==> src/rtl/ccg_eval_sequencer.sv <==
// Drives one combinational netlist with LFSR or host vectors, captures each result after a
// settle interval, streams it out over a valid/ready port and folds it into a 16-bit MISR.
module ccg_eval_sequencer #(
  parameter int IN_W   = 21,
  parameter int OUT_W  = 10,
  parameter int SETTLE = 2,
  parameter int CNT_W  = 16
) (
  input  logic             clk,
  input  logic             rst_n,
  input  logic             start_i,
  input  logic             abort_i,
  input  logic             mode_i,
  input  logic [CNT_W-1:0] vec_count_i,
  input  logic [IN_W-1:0]  seed_i,
  input  logic             vec_valid_i,
  output logic             vec_ready_o,
  input  logic [IN_W-1:0]  vec_data_i,
  output logic [IN_W-1:0]  dut_in_o,
  input  logic [OUT_W-1:0] dut_out_i,
  output logic             res_valid_o,
  input  logic             res_ready_i,
  output logic [OUT_W-1:0] res_data_o,
  output logic [15:0]      signature_o,
  output logic             busy_o,
  output logic             done_o
);

  localparam int TAP2 = (IN_W >= 3) ? IN_W - 3 : 0;
  localparam int SW   = (SETTLE > 1) ? $clog2(SETTLE) : 1;

  typedef enum logic [2:0] {
    S_IDLE, S_LOAD, S_APPLY, S_CAPTURE, S_EMIT, S_DONE
  } state_e;

  state_e           state_q, state_d;
  logic [CNT_W-1:0] count_q, count_d;
  logic [CNT_W-1:0] total_q, total_d;
  logic [IN_W-1:0]  lfsr_q, lfsr_d;
  logic [IN_W-1:0]  dut_in_q, dut_in_d;
  logic [OUT_W-1:0] res_q, res_d;
  logic [15:0]      sig_q, sig_d;
  logic [SW-1:0]    settle_q, settle_d;
  logic             mode_q, mode_d;
  logic [15:0]      out_ext;
  logic             misr_fb;

  assign out_ext = 16'(dut_out_i);
  assign misr_fb = sig_q[15] ^ sig_q[14] ^ sig_q[12] ^ sig_q[3];

  always_ff @(posedge clk or negedge rst_n) begin
    if (!rst_n) begin
      state_q  <= S_IDLE;
      count_q  <= '0;
      total_q  <= '0;
      lfsr_q   <= IN_W'(1);
      dut_in_q <= '0;
      res_q    <= '0;
      sig_q    <= '0;
      settle_q <= '0;
      mode_q   <= 1'b0;
    end else begin
      state_q  <= state_d;
      count_q  <= count_d;
      total_q  <= total_d;
      lfsr_q   <= lfsr_d;
      dut_in_q <= dut_in_d;
      res_q    <= res_d;
      sig_q    <= sig_d;
      settle_q <= settle_d;
      mode_q   <= mode_d;
    end
  end

  always_comb begin
    state_d     = state_q;
    count_d     = count_q;
    total_d     = total_q;
    lfsr_d      = lfsr_q;
    dut_in_d    = dut_in_q;
    res_d       = res_q;
    sig_d       = sig_q;
    settle_d    = settle_q;
    mode_d      = mode_q;
    vec_ready_o = 1'b0;
    res_valid_o = 1'b0;
    done_o      = 1'b0;

    case (state_q)
      S_IDLE: begin
        if (start_i) begin
          total_d = vec_count_i;
          mode_d  = mode_i;
          lfsr_d  = (seed_i == '0) ? IN_W'(1) : seed_i;
          sig_d   = '0;
          count_d = '0;
          state_d = (vec_count_i == '0) ? S_DONE : S_LOAD;
        end
      end
      S_LOAD: begin
        settle_d = '0;
        if (!mode_q) begin
          dut_in_d = lfsr_q;
          lfsr_d   = {lfsr_q[IN_W-2:0], lfsr_q[IN_W-1] ^ lfsr_q[TAP2]};
          state_d  = S_APPLY;
        end else begin
          vec_ready_o = 1'b1;
          if (vec_valid_i) begin
            dut_in_d = vec_data_i;
            state_d  = S_APPLY;
          end
        end
      end
      S_APPLY: begin
        if (settle_q == SW'(SETTLE - 1)) state_d = S_CAPTURE;
        else                             settle_d = settle_q + 1'b1;
      end
      S_CAPTURE: begin
        res_d   = dut_out_i;
        sig_d   = {sig_q[14:0], misr_fb} ^ out_ext;
        count_d = count_q + 1'b1;
        state_d = S_EMIT;
      end
      S_EMIT: begin
        res_valid_o = 1'b1;
        // Equality only, so the all-ones vector count runs to completion.
        if (res_ready_i) state_d = (count_q == total_q) ? S_DONE : S_LOAD;
      end
      S_DONE: begin
        done_o  = 1'b1;
        state_d = S_IDLE;
      end
      default: state_d = S_IDLE;
    endcase

    if (abort_i) begin
      state_d  = S_IDLE;
      dut_in_d = dut_in_q;
      res_d    = res_q;
      sig_d    = sig_q;
    end
  end

  assign dut_in_o    = dut_in_q;
  assign res_data_o  = res_q;
  assign signature_o = sig_q;
  assign busy_o      = (state_q != S_IDLE);

endmodule
==> config.mk <==
export PLATFORM = sky130hd
export DESIGN_NAME = ccg_eval_sequencer
export DESIGN_NICKNAME = d
export VERILOG_FILES = /design/src/rtl/ccg_eval_sequencer.sv
export SDC_FILE = /design/constraint.sdc
export NUM_CORES = 1
export LEC_CHECK = 0
export CORE_UTILIZATION = 53
export DETAILED_ROUTE_END_ITERATION = 7
export GPL_ROUTABILITY_DRIVEN = 0
export GPL_TIMING_DRIVEN = 0
export PLACE_DENSITY_LB_ADDON = 0.25
export SYNTH_ARGS = -nofsm -noshare
export SYNTH_HDL_FRONTEND = slang
export SYNTH_SLANG_ARGS = --single-unit
export TNS_END_PERCENT = 50
==> constraint.sdc <==
create_clock -name clk -period 3.9 [get_ports clk]
set_input_delay 0.78 -clock clk [delete_from_list [all_inputs] [get_ports clk]]
set_output_delay 0.78 -clock clk [all_outputs]
set_load 0.03 [all_outputs]
==> results of run 1 <==
## synth_stat cells (all sizes together)
| cell | instances |
|---|---|
| or4b | 1 |
| mux2 | 28 |
| nand2b | 1 |
| and4 | 1 |
| ha | 1 |
| nor2b | 2 |
| or3 | 2 |
| dfstp | 1 |
| o2bb2ai | 1 |
| and3 | 4 |
| and3b | 1 |
| xnor2 | 21 |
| a21o | 3 |
| nand3b | 1 |
| a22o | 15 |
| clkbuf | 13 |
| nand2 | 47 |
| and2 | 3 |
| o31ai | 3 |
| buf | 16 |
| nor2 | 28 |
| xor2 | 9 |
| nor3 | 4 |
| nand4 | 6 |
| nand3 | 8 |
| nor3b | 1 |
| a21oi | 26 |
| mux2i | 49 |
| nor4 | 10 |
| dfrtp | 104 |
| inv | 3 |
| o21ai | 36 |
| a311oi | 1 |
| a211oi | 1 |
| a31oi | 4 |
## state kept, by name, summed over array words and instances (netlist names)
name and count:
lfsr_q 21, settle_q 1, dut_in_o 21, mode_q 1, total_q 16, count_q 16, signature_o 16, res_data_o 10
state_q 3
## routing by layer
layer / GRT usage, % / vias up / part of all wire, %
met1: 32.27 / 1951 / 42
met3: 6.044 / 16 / 6.2
met5: 0 / - / 0
met2: 43.86 / 130 / 51
li1: - / 1881 / -
met4: 6.561 / 0 / 1.3
## kinds of logic (layout without fill, tap and decap cells)
family          count (synthesis)  in the layout  share of synthesized area [%]
simple gates                  120            120                          11.98
flops                         105            105                          52.42
compound gates                 90             90                          10.70
mux                            77             77                          16.07
buf+inv                        32            173                          3.343
xor+xnor                       30             30                          5.240
fa+ha+maj                       1              1                         0.2495
## power by group through the flow
stage | Sequential (mW) | Clock (mW) | Combinational, mW
after global routing | 1.83 | 0.765 | 2.20
after floorplan | 2.09 | 0 | 0.978
final | 1.78 | 0.714 | 2.03
after CTS | 1.78 | 0.724 | 2.05
after global placement | 1.78 | 0 | 1.98
after detailed placement | 1.80 | 0 | 2.04
## stage by stage
stage / power [mW] / setup WS [ns]
final: 4.530 / 0.9221
after global routing: 4.795 / 0.7772
after CTS: 4.560 / 0.9252
after detailed placement: 3.845 / 1.221
after global placement: 3.762 / -1.898
after floorplan: 3.071 / 1.755
## path summary, 6_finish.rpt
path	slack (ns)	start	depth (start not counted)	to
setup / recovery	0.92	state_q[1]	3	res_valid_o
setup reg to reg	1.90	state_q[2]	5	res_data_o[8]
min in group clk	0.51	count_q[15]	1	count_q[15]
hold reg to reg	0.51	count_q[15]	1	count_q[15]
hold / removal	0.38	rst_n	1	res_data_o[8]
max in group asynchronous	2.80	rst_n	2	settle_q
## final cells by class
type | instances | area share (%)
Clock inverter | 5 | 0.9430
Clock buffer | 11 | 2.282
Buffer | 29 | 2.358
Multi-Input combinational cell | 318 | 33.44
Inverter | 3 | 0.1697
Tap cell | 111 | 2.094
Sequential cell | 105 | 39.63
Timing Repair Buffer | 125 | 19.09
## critical path: stages, from the launching register on
cell	delay, ns
dfrtp_1	0.41
buf_2	0.19
nor3_1	0.46
clkdlybuf4s50_1	0.78
==> run_results.csv, run 1 <==
group,metric,value,unit
route,vias_per_cell,5.627,
yosys,netlist-cell-type-count,41,
power,power_frac_seq,39.3,%
finish,final_nets,667,
yosys,synth_cells,455,
sta,finalSetupViolCount,0,
finish,multi_input_area,2218,um^2
yosys,synthesis.area,5015,um^2
route,num_vias,3978,
clocking,cts.path.max_buffers,2,
power,netSwitchingFraction,38.70,%
place,dpl.hpwl,8.795,mm
sta,hold_viol,0,
power,clkPwrFrac,15.8,%
setup_path,path_class,"reg -> out",
place,placed_cells,691,
power,switchingPower,1.753,mW
power,p_per_area,682.9,nW/um^2
sta,rsz0062_at_grt,"false",
yosys,synth_top_area_share,51.90,%
sta,fmax,335.8,MHz
route,drc_errors,0,
place,placed_area,6420,um^2
power,p_int,2.777,mW
clocking,htreeDepth,3,
clocking,clock_latency,0.36,ns
sta,slew_viol_final,0,
finish,final_cell_mix,"clkdlybuf4s50_1, dfrtp_1, mux2i_1",
global_routing,overflow,0,
floorplan,rows,35,
yosys,synth_seq_area_share,52.42,%
finish,fill_cells,673,
power,peakVddDrop,0.3493,mV
route,wl_per_cell,16.77,um
sta,tightest_slew,0.7629,ns
finish,postLayoutCellArea,6634,um^2
clocking,path_clk_slew,0.10,ns
setup_path,cp.required,3.12,ns
yosys,synth_nets,531,
route,firstDrtPassIters,5,
finish,final_common_cell,"clkdlybuf4s50_1",
yosys,synth-seq-cells,105,
finish,drive_gt1_share,11.74,%
power,p_leak,2.841,nW
sta,max-slew-margin-rel,49.14,%
setup_path,crit_fanout,10,
finish,stdcell_count,707,
yosys,avgSynthCellArea,11.02,um^2
clocking,cts_sinks,105,
yosys,ys_warn_count,0,
yosys,synth_area_leaders,"dfrtp_1, mux2i_1, mux2_2",
sta,min_period,2.978,ns
floorplan,dieArea,9855,um^2
route,postRouteAntennaNets,0,
global_routing,antenna_found_initial,0,
floorplan,core_region_area,9196,um^2
setup_path,endpoint_kind,"output port",
clocking,hold_buffers,0,
clocking,cts_tree,"done",
floorplan,io_pins,126,
sta,setup_tns,0,ns
global_routing,grt_pass1_vias,4056,
setup_path,crit_arrival,2.20,ns
clocking,cts_resized,0,
global_routing,grt_max_degree,68,
yosys,yosys.area.top_type,"dfrtp_1",
finish,seqCellArea,2629,um^2
flow_run,maxCapViolations,0,
global_routing,grt_pass1_wl,19.64,mm
floorplan,initial_core_util,54.53,%
finish,antenna_cells,0,
clocking,cts_buffers,9,
worst_hold_path,hold_class,"in -> async",
place,portBuffers,124,
sta,finalCritPeriodShare,76.36,%
power,p_comb_share,44.9,%
clocking,cts_root_buf,"clkbuf_8",
sta,clock_skew,0.01023,ns
finish,area_delta_synth_final,32.29,%
route,drt-total-wl,11.86,mm
global_routing,track_usage,25.40,%
floorplan,dieHeight,99.27,um
finish,utilization,72.14,%
floorplan,chipWidth,99.27,um
route,drt_iter0_markers,163,
setup_path,cp-start-kind,"flip-flop",
sta,whs,0.3785,ns
status,outcome,"finished, final reports clean",
clocking,post_cts_buffers,0,
Power figures use the tool's default switching activity.
==> run 2, diff against run 1 <==
Settings changed: CORE_UTILIZATION 53 to 49.
Clock period 3.9 ns to 2.8 ns, I/O delays scaled along.
==> run_results.csv, run 2 (synthesized netlist as in run 1, its figures left out) <==
group,metric,value,unit
setup_path,regToRegStartpoint,"state_q[1]",
clocking,path_clk_slew,0.10,ns
sta,whs,0.1770,ns
route,postRouteAntennaNets,0,
place,placed_area,6447,um^2
route,num_vias,3939,
global_routing,grt_max_degree,64,
setup_path,crit_arrival,2.12,ns
setup_path,cp.required,2.24,ns
power,clkPwrFrac,16.3,%
global_routing,grt_pass1_wl,19.44,mm
place,dpl.hpwl,8.902,mm
flow_run,maxCapViolations,0,
global_routing,grt_pass1_vias,3983,
setup_path,cp-start-kind,"flip-flop",
sta,setup_tns,0,ns
clocking,cts_tree,"done",
power,p_leak,2.846,nW
power,power_frac_seq,39.2,%
floorplan,io_pins,126,
sta,rsz0062_at_grt,"false",
setup_path,r2r_slack,0.83,ns
route,drt_iter0_markers,115,
power,netSwitchingFraction,38.45,%
status,outcome,"finished, final reports clean",
power,p_per_area,953.1,nW/um^2
route,vias_per_cell,5.403,
setup_path,startpoint,"state_q[1]",
floorplan,dieHeight,103.2,um
finish,fill_cells,774,
setup_path,crit_fanout,10,
clocking,cts.path.max_buffers,2,
finish,area_delta_synth_final,32.91,%
power,switchingPower,2.442,mW
sta,slew_viol_final,0,
floorplan,rows,36,
clocking,cts_resized,0,
finish,postLayoutCellArea,6665,um^2
route,wl_per_cell,16.16,um
clocking,cts_root_buf,"clkbuf_8",
setup_path,path_class,"reg -> out",
global_routing,track_usage,23.90,%
finish,final_cell_mix,"clkdlybuf4s50_1, dfrtp_1, mux2i_1",
sta,hold_viol,0,
clocking,clock_latency,0.36,ns
sta,fmax,372.9,MHz
setup_path,endpoint_kind,"output port",
setup_path,worstReg2RegEnd,"res_data_o[6]",
sta,max-slew-margin-rel,48.74,%
clocking,post_cts_buffers,0,
power,peakVddDrop,0.5290,mV
clocking,hold_buffers,0,
clocking,cts_sinks,105,
power,p_int,3.910,mW
place,portBuffers,124,
clocking,htreeDepth,3,
route,drc_errors,0,
setup_path,r2r_cells,5,
global_routing,antenna_found_initial,0,
floorplan,core_region_area,9864,um^2
route,drt-total-wl,11.78,mm
power,p_comb_share,44.6,%
sta,tightest_slew,0.7689,ns
floorplan,initial_core_util,50.84,%
worst_hold_path,hold_class,"in -> async",
floorplan,chipWidth,103.2,um
setup_path,endpoint,"res_valid_o",
finish,antenna_cells,0,
finish,final_nets,667,
sta,clock_skew,0.01334,ns
sta,finalSetupViolCount,0,
finish,final_common_cell,"clkdlybuf4s50_1",
power,total_power,6.353,mW
floorplan,dieArea,10640,um^2
route,firstDrtPassIters,5,
sta,min_period,2.681,ns
global_routing,overflow,0,
finish,drive_gt1_share,11.58,%
clocking,cts_buffers,9,
sta,finalCritPeriodShare,95.77,%
run 2: cell types whose count changed in the layout (fill, tap and decap cells not counted):
cell        delta
clkinv_4       -1
inv_6          +1
clkinv_2       +1
clkbuf_1       +1
bufinv_16      +1
clkinvlp_4     -1
clkbuf_8       -2
run 2: layout make-up:
| type | instances | area, um^2 | share of cell area (%) |
|---|---|---|---|
| Multi-Input combinational cell | 318 | 2218 | 33.28 |
| Buffer | 29 | 156.4 | 2.347 |
| Inverter | 3 | 11.26 | 0.1690 |
| Clock buffer | 10 | 127.6 | 1.915 |
| Clock inverter | 6 | 90.09 | 1.352 |
| Sequential cell | 105 | 2629 | 39.44 |
| Timing Repair Buffer | 125 | 1266 | 19.00 |
| Tap cell | 133 | 166.4 | 2.497 |
run 2: worst min-delay path by stage:
stage	cells after the start	slack (ns)	from	endpoint
final	1	0.18	rst_n	res_data_o[8]
after CTS	1	0.20	rst_n	res_data_o[8]
after global placement	1	0.49	count_q[15]	count_q[15]
after floorplan	0	0.26	rst_n	count_q[0]
after detailed placement	1	0.49	count_q[15]	count_q[15]
after global routing	1	0.23	rst_n	res_data_o[8]
run 2: power groups by stage:
stage / Clock, mW / Sequential, mW / Combinational, mW
floorplan: 0 / 2.92 / 1.36
global placement: 0 / 2.49 / 2.76
detailed placement: 0 / 2.51 / 2.85
CTS: 1.06 / 2.49 / 2.86
global route: 1.10 / 2.56 / 3.07
finish: 1.04 / 2.49 / 2.83
run 2: per-stage QoR:
| stage | util, % | instances | setup slack, ns |
|---|---|---|---|
| floorplan | - | 455 | 0.8752 |
| global placement | 65.11 | 712 | -2.772 |
| detailed placement | 65.36 | 713 | 0.3418 |
| CTS | 67.57 | 729 | 0.09354 |
| global route | 67.57 | 729 | 0.02464 |
| finish | 67.57 | 729 | 0.1186 |
run 2: per-layer routing:
layer	part of all wire, %	GRT usage (%)	wire length (um)
met4	1.2	6.284	143
met5	0	0	0
met2	51	41.54	6052
met3	5.6	4.814	656
met1	42	30.59	4926
run 2: worst max-delay path: stages (launching register included):
cell and delay [ns]:
dfrtp_1 0.41, buf_2 0.19, nor3_1 0.38, clkdlybuf4s50_1 0.78
